File: src/rtl/hazard_unit_pkg.sv
// Shared encodings for the RV32I hazard/forwarding controller.
// The optional performance counters are enabled by defining HAZ_PERF_CNT_EN.
package hazard_unit_pkg;

    // Execute-stage result select encodings (result_src_e)
    localparam logic [1:0] RES_ALU = 2'b00;
    localparam logic [1:0] RES_MEM = 2'b01;
    localparam logic [1:0] RES_PC4 = 2'b10;
    localparam logic [1:0] RES_IMM = 2'b11;

    // ALU operand forwarding select encodings
    typedef enum logic [1:0] {
        FWD_RF = 2'b00,   // register file value read in decode
        FWD_W  = 2'b01,   // writeback-stage result
        FWD_M  = 2'b10    // memory-stage ALU result
    } fwd_sel_e;

    // A load is the only execute-stage producer whose value is not ready for
    // forwarding on the next cycle.
    function automatic logic is_load(input logic [1:0] result_src);
        return result_src == RES_MEM;
    endfunction

endpackage

File: src/rtl/hazard_unit_if.sv
// Pipeline-to-hazard-unit signal bundle.
// master: the hazard unit (observes decode/execute fields, drives strobes).
// slave : the pipeline datapath (supplies fields, consumes strobes).
interface hazard_unit_if #(
    parameter int REG_ADDR_W = 5
);
    // Decode / execute stage fields
    logic [REG_ADDR_W-1:0] rs1_d;
    logic [REG_ADDR_W-1:0] rs2_d;
    logic [REG_ADDR_W-1:0] rs1_e;
    logic [REG_ADDR_W-1:0] rs2_e;
    logic [REG_ADDR_W-1:0] rd_e;
    logic                  regwrite_e;
    logic [1:0]            result_src_e;
    logic                  pc_src_e;

    // Forwarding selects and pipeline-register strobes
    logic [1:0]            forward_a_e;
    logic [1:0]            forward_b_e;
    logic                  stall_f;
    logic                  stall_d;
    logic                  flush_d;
    logic                  flush_e;

    modport master (
        input  rs1_d, rs2_d, rs1_e, rs2_e, rd_e,
        input  regwrite_e, result_src_e, pc_src_e,
        output forward_a_e, forward_b_e,
        output stall_f, stall_d, flush_d, flush_e
    );

    modport slave (
        output rs1_d, rs2_d, rs1_e, rs2_e, rd_e,
        output regwrite_e, result_src_e, pc_src_e,
        input  forward_a_e, forward_b_e,
        input  stall_f, stall_d, flush_d, flush_e
    );

endinterface

File: src/rtl/d_flipflop.sv
// Generic register with synchronous active-high clear.
module d_flipflop #(
    parameter int WIDTH = 1
) (
    input  logic             Clk,
    input  logic             Clear,
    input  logic [WIDTH-1:0] d,
    output logic [WIDTH-1:0] q
);

    // Capture d each rising edge; Clear takes priority and loads zero
    always_ff @(posedge Clk) begin
        // NOTE: state is assigned with <= so every register samples the
        // pre-edge value of its input, independent of block ordering.
        if (Clear) begin
            q <= '0;
        end else begin
            q <= d;
        end
    end

endmodule

File: src/rtl/hazard_unit_fwd_sel.sv
// Forwarding select for one ALU operand: the newest in-flight writer of the
// source register wins (M before W); x0 is never forwarded.
module hazard_unit_fwd_sel
    import hazard_unit_pkg::*;
#(
    parameter int REG_ADDR_W = 5
) (
    input  logic [REG_ADDR_W-1:0] rs_e,
    input  logic [REG_ADDR_W-1:0] rd_m,
    input  logic                  regwrite_m,
    input  logic [REG_ADDR_W-1:0] rd_w,
    input  logic                  regwrite_w,
    output fwd_sel_e              fwd_sel
);

    // Priority compare against the M stage, then the W stage
    always_comb begin
        // NOTE: the default assignment first keeps this block free of
        // inferred latches when neither stage matches.
        fwd_sel = FWD_RF;
        if (regwrite_m && (rd_m != '0) && (rd_m == rs_e)) begin
            fwd_sel = FWD_M;
        end else if (regwrite_w && (rd_w != '0) && (rd_w == rs_e)) begin
            fwd_sel = FWD_W;
        end
    end

endmodule

File: src/rtl/hazard_unit.sv
// Hazard and forwarding controller for the RV32I 5-stage pipeline.
// Tracks destination register / regwrite through M and W, and drives operand
// forwarding selects, F/D stalls and D/E flushes. Defining HAZ_PERF_CNT_EN
// adds saturating load-use-stall and redirect-flush counters.
module hazard_unit
    import hazard_unit_pkg::*;
#(
    parameter int REG_ADDR_W = 5,
    parameter int CNT_W      = 32
) (
    input  logic             Clk,
    input  logic             Clear,
    hazard_unit_if.master    hz
`ifdef HAZ_PERF_CNT_EN
    ,
    output logic [CNT_W-1:0] stall_cnt,
    output logic [CNT_W-1:0] flush_cnt
`endif
);

    // Reject meaningless widths at elaboration
    if ((REG_ADDR_W < 1) || (CNT_W < 1)) begin : g_param_check
        $error("hazard_unit: REG_ADDR_W and CNT_W must be at least 1");
    end

    // M/W copies of the execute-stage destination
    logic [REG_ADDR_W-1:0] rd_m_d, rd_m_q;
    logic [REG_ADDR_W-1:0] rd_w_d, rd_w_q;
    logic                  regwrite_m_d, regwrite_m_q;
    logic                  regwrite_w_d, regwrite_w_q;

    fwd_sel_e fwd_a;
    fwd_sel_e fwd_b;
    logic     lwstall;

    // Advance the destination tracking one stage per cycle; flushed bubbles
    // already arrive with regwrite_e low.
    always_comb begin
        rd_m_d       = hz.rd_e;
        regwrite_m_d = hz.regwrite_e;
        rd_w_d       = rd_m_q;
        regwrite_w_d = regwrite_m_q;
    end

    d_flipflop #(.WIDTH(REG_ADDR_W)) u_rd_m (
        .Clk   (Clk),
        .Clear (Clear),
        .d     (rd_m_d),
        .q     (rd_m_q)
    );

    d_flipflop #(.WIDTH(1)) u_regwrite_m (
        .Clk   (Clk),
        .Clear (Clear),
        .d     (regwrite_m_d),
        .q     (regwrite_m_q)
    );

    d_flipflop #(.WIDTH(REG_ADDR_W)) u_rd_w (
        .Clk   (Clk),
        .Clear (Clear),
        .d     (rd_w_d),
        .q     (rd_w_q)
    );

    d_flipflop #(.WIDTH(1)) u_regwrite_w (
        .Clk   (Clk),
        .Clear (Clear),
        .d     (regwrite_w_d),
        .q     (regwrite_w_q)
    );

    hazard_unit_fwd_sel #(.REG_ADDR_W(REG_ADDR_W)) u_fwd_a (
        .rs_e       (hz.rs1_e),
        .rd_m       (rd_m_q),
        .regwrite_m (regwrite_m_q),
        .rd_w       (rd_w_q),
        .regwrite_w (regwrite_w_q),
        .fwd_sel    (fwd_a)
    );

    hazard_unit_fwd_sel #(.REG_ADDR_W(REG_ADDR_W)) u_fwd_b (
        .rs_e       (hz.rs2_e),
        .rd_m       (rd_m_q),
        .regwrite_m (regwrite_m_q),
        .rd_w       (rd_w_q),
        .regwrite_w (regwrite_w_q),
        .fwd_sel    (fwd_b)
    );

    // A load in execute whose destination feeds the instruction in decode
    // cannot be forwarded in time; x0 never creates a dependency.
    assign lwstall = is_load(hz.result_src_e) && (hz.rd_e != '0) &&
                     ((hz.rd_e == hz.rs1_d) || (hz.rd_e == hz.rs2_d));

    // Drive forwarding and strobes; a redirect overrides a load-use stall,
    // and Clear forces every pipeline register into its flushed state.
    always_comb begin
        hz.forward_a_e = fwd_a;
        hz.forward_b_e = fwd_b;
        hz.stall_f     = lwstall && !hz.pc_src_e;
        hz.stall_d     = lwstall && !hz.pc_src_e;
        hz.flush_d     = hz.pc_src_e;
        hz.flush_e     = hz.pc_src_e || lwstall;
        if (Clear) begin
            hz.forward_a_e = FWD_RF;
            hz.forward_b_e = FWD_RF;
            hz.stall_f     = 1'b0;
            hz.stall_d     = 1'b0;
            hz.flush_d     = 1'b1;
            hz.flush_e     = 1'b1;
        end
    end

`ifdef HAZ_PERF_CNT_EN
    logic [CNT_W-1:0] stall_cnt_d, stall_cnt_q;
    logic [CNT_W-1:0] flush_cnt_d, flush_cnt_q;

    // Saturating event counts: effective stalls and redirect flushes
    always_comb begin
        stall_cnt_d = stall_cnt_q;
        flush_cnt_d = flush_cnt_q;
        if (lwstall && !hz.pc_src_e && (stall_cnt_q != '1)) begin
            stall_cnt_d = stall_cnt_q + CNT_W'(1);
        end
        if (hz.pc_src_e && (flush_cnt_q != '1)) begin
            flush_cnt_d = flush_cnt_q + CNT_W'(1);
        end
    end

    d_flipflop #(.WIDTH(CNT_W)) u_stall_cnt (
        .Clk   (Clk),
        .Clear (Clear),
        .d     (stall_cnt_d),
        .q     (stall_cnt_q)
    );

    d_flipflop #(.WIDTH(CNT_W)) u_flush_cnt (
        .Clk   (Clk),
        .Clear (Clear),
        .d     (flush_cnt_d),
        .q     (flush_cnt_q)
    );

    assign stall_cnt = stall_cnt_q;
    assign flush_cnt = flush_cnt_q;
`endif

endmodule

File: src/flat_wrapper.sv
// flat-port wrapper written by rule: the top's interface ports become plain ports
module hazard_unit_flat import hazard_unit_pkg::*;
#(
    parameter int REG_ADDR_W = 5,
    parameter int CNT_W      = 32
)
  (Clk, Clear, hz_rs1_d, hz_rs2_d, hz_rs1_e, hz_rs2_e, hz_rd_e, hz_regwrite_e, hz_result_src_e, hz_pc_src_e, hz_forward_a_e, hz_forward_b_e, hz_stall_f, hz_stall_d, hz_flush_d, hz_flush_e);
  hazard_unit_if #(.REG_ADDR_W(REG_ADDR_W)) hz_i ();
  input  logic Clk;
  input  logic Clear;
  input wire logic [$bits(hz_i.rs1_d)-1:0] hz_rs1_d;
  input wire logic [$bits(hz_i.rs2_d)-1:0] hz_rs2_d;
  input wire logic [$bits(hz_i.rs1_e)-1:0] hz_rs1_e;
  input wire logic [$bits(hz_i.rs2_e)-1:0] hz_rs2_e;
  input wire logic [$bits(hz_i.rd_e)-1:0] hz_rd_e;
  input wire logic [$bits(hz_i.regwrite_e)-1:0] hz_regwrite_e;
  input wire logic [$bits(hz_i.result_src_e)-1:0] hz_result_src_e;
  input wire logic [$bits(hz_i.pc_src_e)-1:0] hz_pc_src_e;
  output wire logic [$bits(hz_i.forward_a_e)-1:0] hz_forward_a_e;
  output wire logic [$bits(hz_i.forward_b_e)-1:0] hz_forward_b_e;
  output wire logic [$bits(hz_i.stall_f)-1:0] hz_stall_f;
  output wire logic [$bits(hz_i.stall_d)-1:0] hz_stall_d;
  output wire logic [$bits(hz_i.flush_d)-1:0] hz_flush_d;
  output wire logic [$bits(hz_i.flush_e)-1:0] hz_flush_e;
  assign hz_i.rs1_d = hz_rs1_d;
  assign hz_i.rs2_d = hz_rs2_d;
  assign hz_i.rs1_e = hz_rs1_e;
  assign hz_i.rs2_e = hz_rs2_e;
  assign hz_i.rd_e = hz_rd_e;
  assign hz_i.regwrite_e = hz_regwrite_e;
  assign hz_i.result_src_e = hz_result_src_e;
  assign hz_i.pc_src_e = hz_pc_src_e;
  assign hz_forward_a_e = hz_i.forward_a_e;
  assign hz_forward_b_e = hz_i.forward_b_e;
  assign hz_stall_f = hz_i.stall_f;
  assign hz_stall_d = hz_i.stall_d;
  assign hz_flush_d = hz_i.flush_d;
  assign hz_flush_e = hz_i.flush_e;
  hazard_unit #(.REG_ADDR_W(REG_ADDR_W), .CNT_W(CNT_W)) u_core (.Clk(Clk), .Clear(Clear), .hz(hz_i));
endmodule
File: config.mk
export PLATFORM = sky130hd
export DESIGN_NAME = hazard_unit_flat
export DESIGN_NICKNAME = d
export VERILOG_FILES = /design/src/rtl/hazard_unit_pkg.sv /design/src/rtl/hazard_unit_if.sv /design/src/rtl/d_flipflop.sv /design/src/rtl/hazard_unit_fwd_sel.sv /design/src/rtl/hazard_unit.sv /design/src/flat_wrapper.sv
export SDC_FILE = /design/constraint.sdc
export NUM_CORES = 1
export LEC_CHECK = 0
export ABC_AREA = 1
export BUFFER_PORTS_ARGS = -buffer_cell sky130_fd_sc_hd__buf_4
export CORE_MARGIN = 1.5
export CORE_UTILIZATION = 40
export DETAILED_ROUTE_END_ITERATION = 16
export PLACE_DENSITY_LB_ADDON = 0.05
export SLEW_MARGIN = 20
export SYNTH_ARGS = -nofsm -noshare
export SYNTH_HDL_FRONTEND = slang
export SYNTH_SLANG_ARGS = --single-unit
File: constraint.sdc
create_clock -name Clk -period 2.1 [get_ports Clk]
set_input_delay 0.21 -clock Clk [delete_from_list [all_inputs] [get_ports Clk]]
set_output_delay 0.21 -clock Clk [all_outputs]
set_load 0.02 [all_outputs]
==> metrics.txt, run 1 <==
outcome=finished clean; Skew-Pair Late Insertion Delay=0.25 ns; nets@finish=235; post-route insts no fill=230; routed via count=1,021; Compound-Gate Fraction of Synth Area=0.0411; n_diodes=0; Post-CTS Hold Fix Bufs=0; distinct cell type count after synthesis=18; final setup fails=0; Post-CTS Resized=0; initial antenna violation count=0; final critical-path share of the clock period=0.743; Setup CP Type=reg2out; Area growth syn-to-layout=34.9%; Hold/Removal Path Class=in2reg; CTS H-tree lvls=1; multiplexer share of the synthesized area=0; layout cells sized above 1=0.233; Max Slew Vio Count=0; simple-gate area share of the yosys netlist=0.430; Chip Height=50.8 um; PnR Total Power=530 uW; Cells after Synth=164; crit start category=flip-flop; Worst path most repeated cell=nand2_1; Fillers=233; Pwr per Cell Area=430 nW/um2; setup repair bufs after CTS=0; CP top delay family=simple AND/OR/NAND/NOR gates; Initial DRC Count=16; most common cell after layout, fill and taps aside=nand2_1; cell at the slowest stage of the critical path=dfxtp_1; num ports=39; Seq/Total Area, Yosys=0.263; Least-Margin Pin Slew=0.198 ns; Max-cap violations=0; Clock Sink Count=12; RSZ-0062 raised after global routing=no; Yosys warning total=0; Rows=17; Worst Path Buf+Inv=1; dpl hpwl=1760 um; Routed WL per cell=8.65 um; most frequent cells in the layout=nand2_1, buf_4, inv_1; Syn Std Cell Area=913 um2; critical-path cell list=xnor2_1, nand2_1, nor2_1, nand2_1, nor3_1, buf_4; adder-cell area share of the yosys netlist=0; GRT overflow=0; largest net degree at the start of global routing=17; Die X=50.8 um; Worst setup EP type=output pin; Net Count, Synth=195; final hold violation count=0; antenna-violating nets left=0; initial core utilization=0.417; Worst-path clk slew=0.06 ns; worst-path fanout max=4; final wirelength=1990 um; post-synthesis register bit count=12; Syn Area/Cell=5.57 um2; via density per instance=4.44; total core area=2190 um2; clk buf depth=2; total iterations of the first detailed-routing run=4; GPL Wtd Cong=0.740; Setup Skew=0.000157 ns; drc violations=0; IO Port Bufs=38; worst stage delay on the critical path=0.38 ns; LEAKAGE=0.000709 uW; min cycle time layout=1.56 ns; main combinational cell family by area after synthesis=simple AND/OR/NAND/NOR gates; number of CTS-inserted buffers=3; relative slew slack=0.867; xor and xnor fraction of the mapped netlist area=0.0959; global-route wire length before repair=3260 um; fmax=641 MHz; vias in the first global route=898; Setup TNS=0 ns; Placed Cells=227; root buffer cell=clkbuf_4; crit path DAT=1.35 ns; Die ar.=2580 um2; CTS tree=yes; maximum VDD drop=0.000226 V; Crit path required time=1.89 ns; global-route usage over all layers=0.164
-- per-stage QoR --
stage | hold WS [ns] | util | worst slack, ns | instance area (um2)
5_1_grt | 0.150 | 0.563 | 0.368 | 1230
3_3_place_gp | 0.419 | 0.552 | 0.820 | 1210
6_report | 0.150 | 0.563 | 0.539 | 1230
4_1_cts | 0.142 | 0.563 | 0.502 | 1230
3_5_place_dp | 0.420 | 0.552 | 0.797 | 1210
2_1_floorplan | 0.317 | - | 0.759 | 913
-- kinds of logic after synthesis --
| logic type | Yosys count |
|---|---|
| compound gates | 7 |
| xor+xnor | 10 |
| buf+inv | 38 |
| flops | 12 |
| simple gates | 97 |
-- per-layer routing --
metal  vias to the layer above  global-route usage  share of wire  routed length [um]
met2                        32               0.329           0.52                1040
met3                         0             0.00893          0.049                  97
li1                        562                   -              -                   -
met4                         0              0.0676              0                   0
met5                         -                   0              0                   0
met1                       427               0.175           0.43                 849
-- cell type report --
cell class                      instances  area (um2)  share of cell area
Timing Repair Buffer                   38         285               0.231
Tap cell                               28        35.0              0.0284
Inverter                               35         131               0.107
Multi-Input combinational cell        114         518               0.420
Clock buffer                            3        22.5              0.0183
Sequential cell                        12         240               0.195
-- registers in the layout, summed over array words and instances, names as in the netlist --
register               flops
u_core.u_regwrite_w.q      1
u_core.u_rd_w.q            5
u_core.u_regwrite_m.q      1
u_core.u_rd_m.q            5
-- worst min-delay path, delay by kind of cell --
kind                   cells  cell delay, ns
buffers and inverters      2            0.11
AND/OR/NAND/NOR            1            0.06
-- worst paths after layout --
check	endpoint	slack [ns]	depth (start not counted)	startpoint
worst max-delay path	hz_forward_b_e[1]	0.54	6	u_core.u_rd_m.q[0]
worst min-delay path	u_core.u_regwrite_m.q	0.15	3	hz_regwrite_e
worst min register to register	u_core.u_regwrite_w.q	0.44	2	u_core.u_regwrite_m.q
worst max register to register	u_core.u_rd_w.q[2]	1.50	2	u_core.u_rd_m.q[2]
-- power by group --
part | internal (uW) | switching (uW)
Combinational | 78.4 | 77.3
Clock | 66.0 | 61.4
Sequential | 239 | 8.78
-- Yosys cell counts --
master    number  area share
nor3_1         6       0.033
o211ai_1       1      0.0082
inv_1         31        0.13
nand2_1       50        0.21
buf_2          1      0.0055
nand3_1        9       0.049
o21ai_0        5       0.027
buf_6          1       0.012
nor2_2         1      0.0069
dfxtp_1       12        0.26
nand2_2        1      0.0069
a21oi_1        1      0.0055
xor2_1         3       0.029
nor2_1        28        0.12
inv_2          4       0.016
buf_4          1      0.0082
xnor2_1        7       0.067
nand4_1        2       0.014
Note: power is estimated with default switching activity, not from simulation.
==> inputs of run 2 (changes only) <==
Clock period 2.1 ns to 1.46 ns, I/O delays scaled along.
==> run 2 against run 1 <==
  * The run now ends with setup timing left
  * Die area unchanged
  * Wire length increased by 7.5%
  * Final area increased by 3.9%
  * Sequential share of layout area increased by 0.25 points
  * Count of clock-buffer cells in the layout unchanged
  * Total power increased by 49%
==> metrics.txt, run 2 (same netlist as run 1, synthesis figures left out) <==
worst-path fanout max=3; Chip Height=50.8 um; CTS tree=yes; hold path depth=3; crit path DAT=1.35 ns; Largest regs=u_core.u_rd_m.q: 5 flops, u_core.u_rd_w.q: 5 flops; GRT overflow=0; fmax=671 MHz; dpl hpwl=1780 um; total iterations of the first detailed-routing run=4; clk buf depth=2; IO Port Bufs=38; Setup CP Type=reg2out; Die ar.=2580 um2; number of CTS-inserted buffers=3; maximum VDD drop=0.000290 V; Routed WL per cell=9.30 um; vias in the first global route=916; Worst setup EP type=output pin; final critical-path share of the clock period=1.02; via density per instance=4.48; global-route wire length before repair=3660 um; Hold/Removal Path Class=in2reg; Clock Sink Count=12; Area growth syn-to-layout=40.1%; Skew-Pair Late Insertion Delay=0.27 ns; setup slack after layout=-0.0312 ns; root buffer cell=clkbuf_4; critical-path cell list=xnor2_1, nand3_1, nor2_1, nand3_1, nor2_1, buf_4; Fillers=221; nets@finish=235; num ports=39; final hold violation count=0; LEAKAGE=0.000722 uW; PnR Total Power=792 uW; cell at the slowest stage of the critical path=dfxtp_2; n_diodes=0; initial core utilization=0.417; relative slew slack=0.852; global-route usage over all layers=0.186; failing checks=setup timing; Setup TNS=-0.0849 ns; total core area=2190 um2; layout cells sized above 1=0.327; CTS H-tree lvls=1; Post-CTS Hold Fix Bufs=0; Pwr per Cell Area=619 nW/um2; R2R depth=2; Max-cap violations=0; worst stage delay on the critical path=0.33 ns; largest net degree at the start of global routing=17; FF+latch area=253 um2; most common cell after layout, fill and taps aside=nand2_1; R2R Setup Slk=0.89 ns; outcome=finished, violations left; Worst-path clk slew=0.07 ns; Worst Path Buf+Inv=1; CP top delay family=simple AND/OR/NAND/NOR gates; routed via count=1,030; Crit path required time=1.31 ns; Max Slew Vio Count=0; Critical Path Stages=6; min cycle time layout=1.49 ns; Rows=17; dpl ws=0.203 ns; Least-Margin Pin Slew=0.220 ns; Setup Skew=0.000506 ns; final wirelength=2140 um; Initial DRC Count=12; initial antenna violation count=0; crit start category=flip-flop; drc violations=0; RSZ-0062 raised after global routing=yes; final setup fails=4; antenna-violating nets left=0; most frequent cells in the layout=nand2_1, buf_4, inv_1; multi-input logic area=553 um2; Die X=50.8 um; GPL Wtd Cong=0.824
-- run 2: cell counts in the layout (fill, tap and decap cells not counted) --
Identical to the previous run, type by type.
-- run 2: metrics by stage --
| stage | hold slack [ns] | util | instances | cell area, um2 |
|---|---|---|---|---|
| finish | 0.0775 | 0.584 | 230 | 1280 |
| CTS | 0.0729 | 0.571 | 230 | 1250 |
| detailed placement | 0.359 | 0.552 | 227 | 1210 |
| floorplan | 0.253 | - | 164 | 913 |
| global placement | 0.354 | 0.552 | 227 | 1210 |
| global route | 0.0876 | 0.584 | 230 | 1280 |
-- run 2: final timing paths --
| path | from | to |
|---|---|---|
| worst min register to register | u_core.u_regwrite_m.q | u_core.u_regwrite_w.q |
| worst max register to register | u_core.u_rd_m.q[4] | u_core.u_rd_w.q[4] |
| worst max-delay path | u_core.u_rd_m.q[4] | hz_forward_a_e[1] |
| worst min-delay path | hz_regwrite_e | u_core.u_regwrite_m.q |
-- run 2: cell type report --
cell class / count / area share
Inverter: 35 / 0.103
Sequential cell: 12 / 0.197
Multi-Input combinational cell: 114 / 0.432
Tap cell: 28 / 0.0274
Timing Repair Buffer: 38 / 0.223
Clock buffer: 3 / 0.0176
-- run 2: worst register-to-register path, stage by stage, from the launching register on --
cell	delay, ns
dfxtp_2	0.33
inv_1	0.08
nor2_1	0.04
-- run 2: per-layer routing --
| metal | up-vias | share of wire | track usage |
|---|---|---|---|
| met5 | - | 0 | 0 |
| met4 | 0 | 0.011 | 0.0811 |
| met3 | 2 | 0.046 | 0.00893 |
| met2 | 32 | 0.52 | 0.336 |
| met1 | 434 | 0.42 | 0.226 |
| li1 | 562 | - | - |
-- run 2: timing repair --
item,4_1_cts,5_1_grt
pin swaps,2,4
endpoints found under the setup margin,4,4
buffers inserted,0,0
cloned,0,0
resized for setup,9,13
-- run 2: report_power, final --
| part | internal (uW) | total, uW | switching [uW] | leakage (uW) |
|---|---|---|---|---|
| sequential | 344 | 358 | 13.7 | 0.000102 |
| clock | 95.4 | 195 | 99.9 | 0.0000138 |
| combinational | 118 | 239 | 122 | 0.000606 |
| total | 557 | 792 | 235 | 0.000722 |
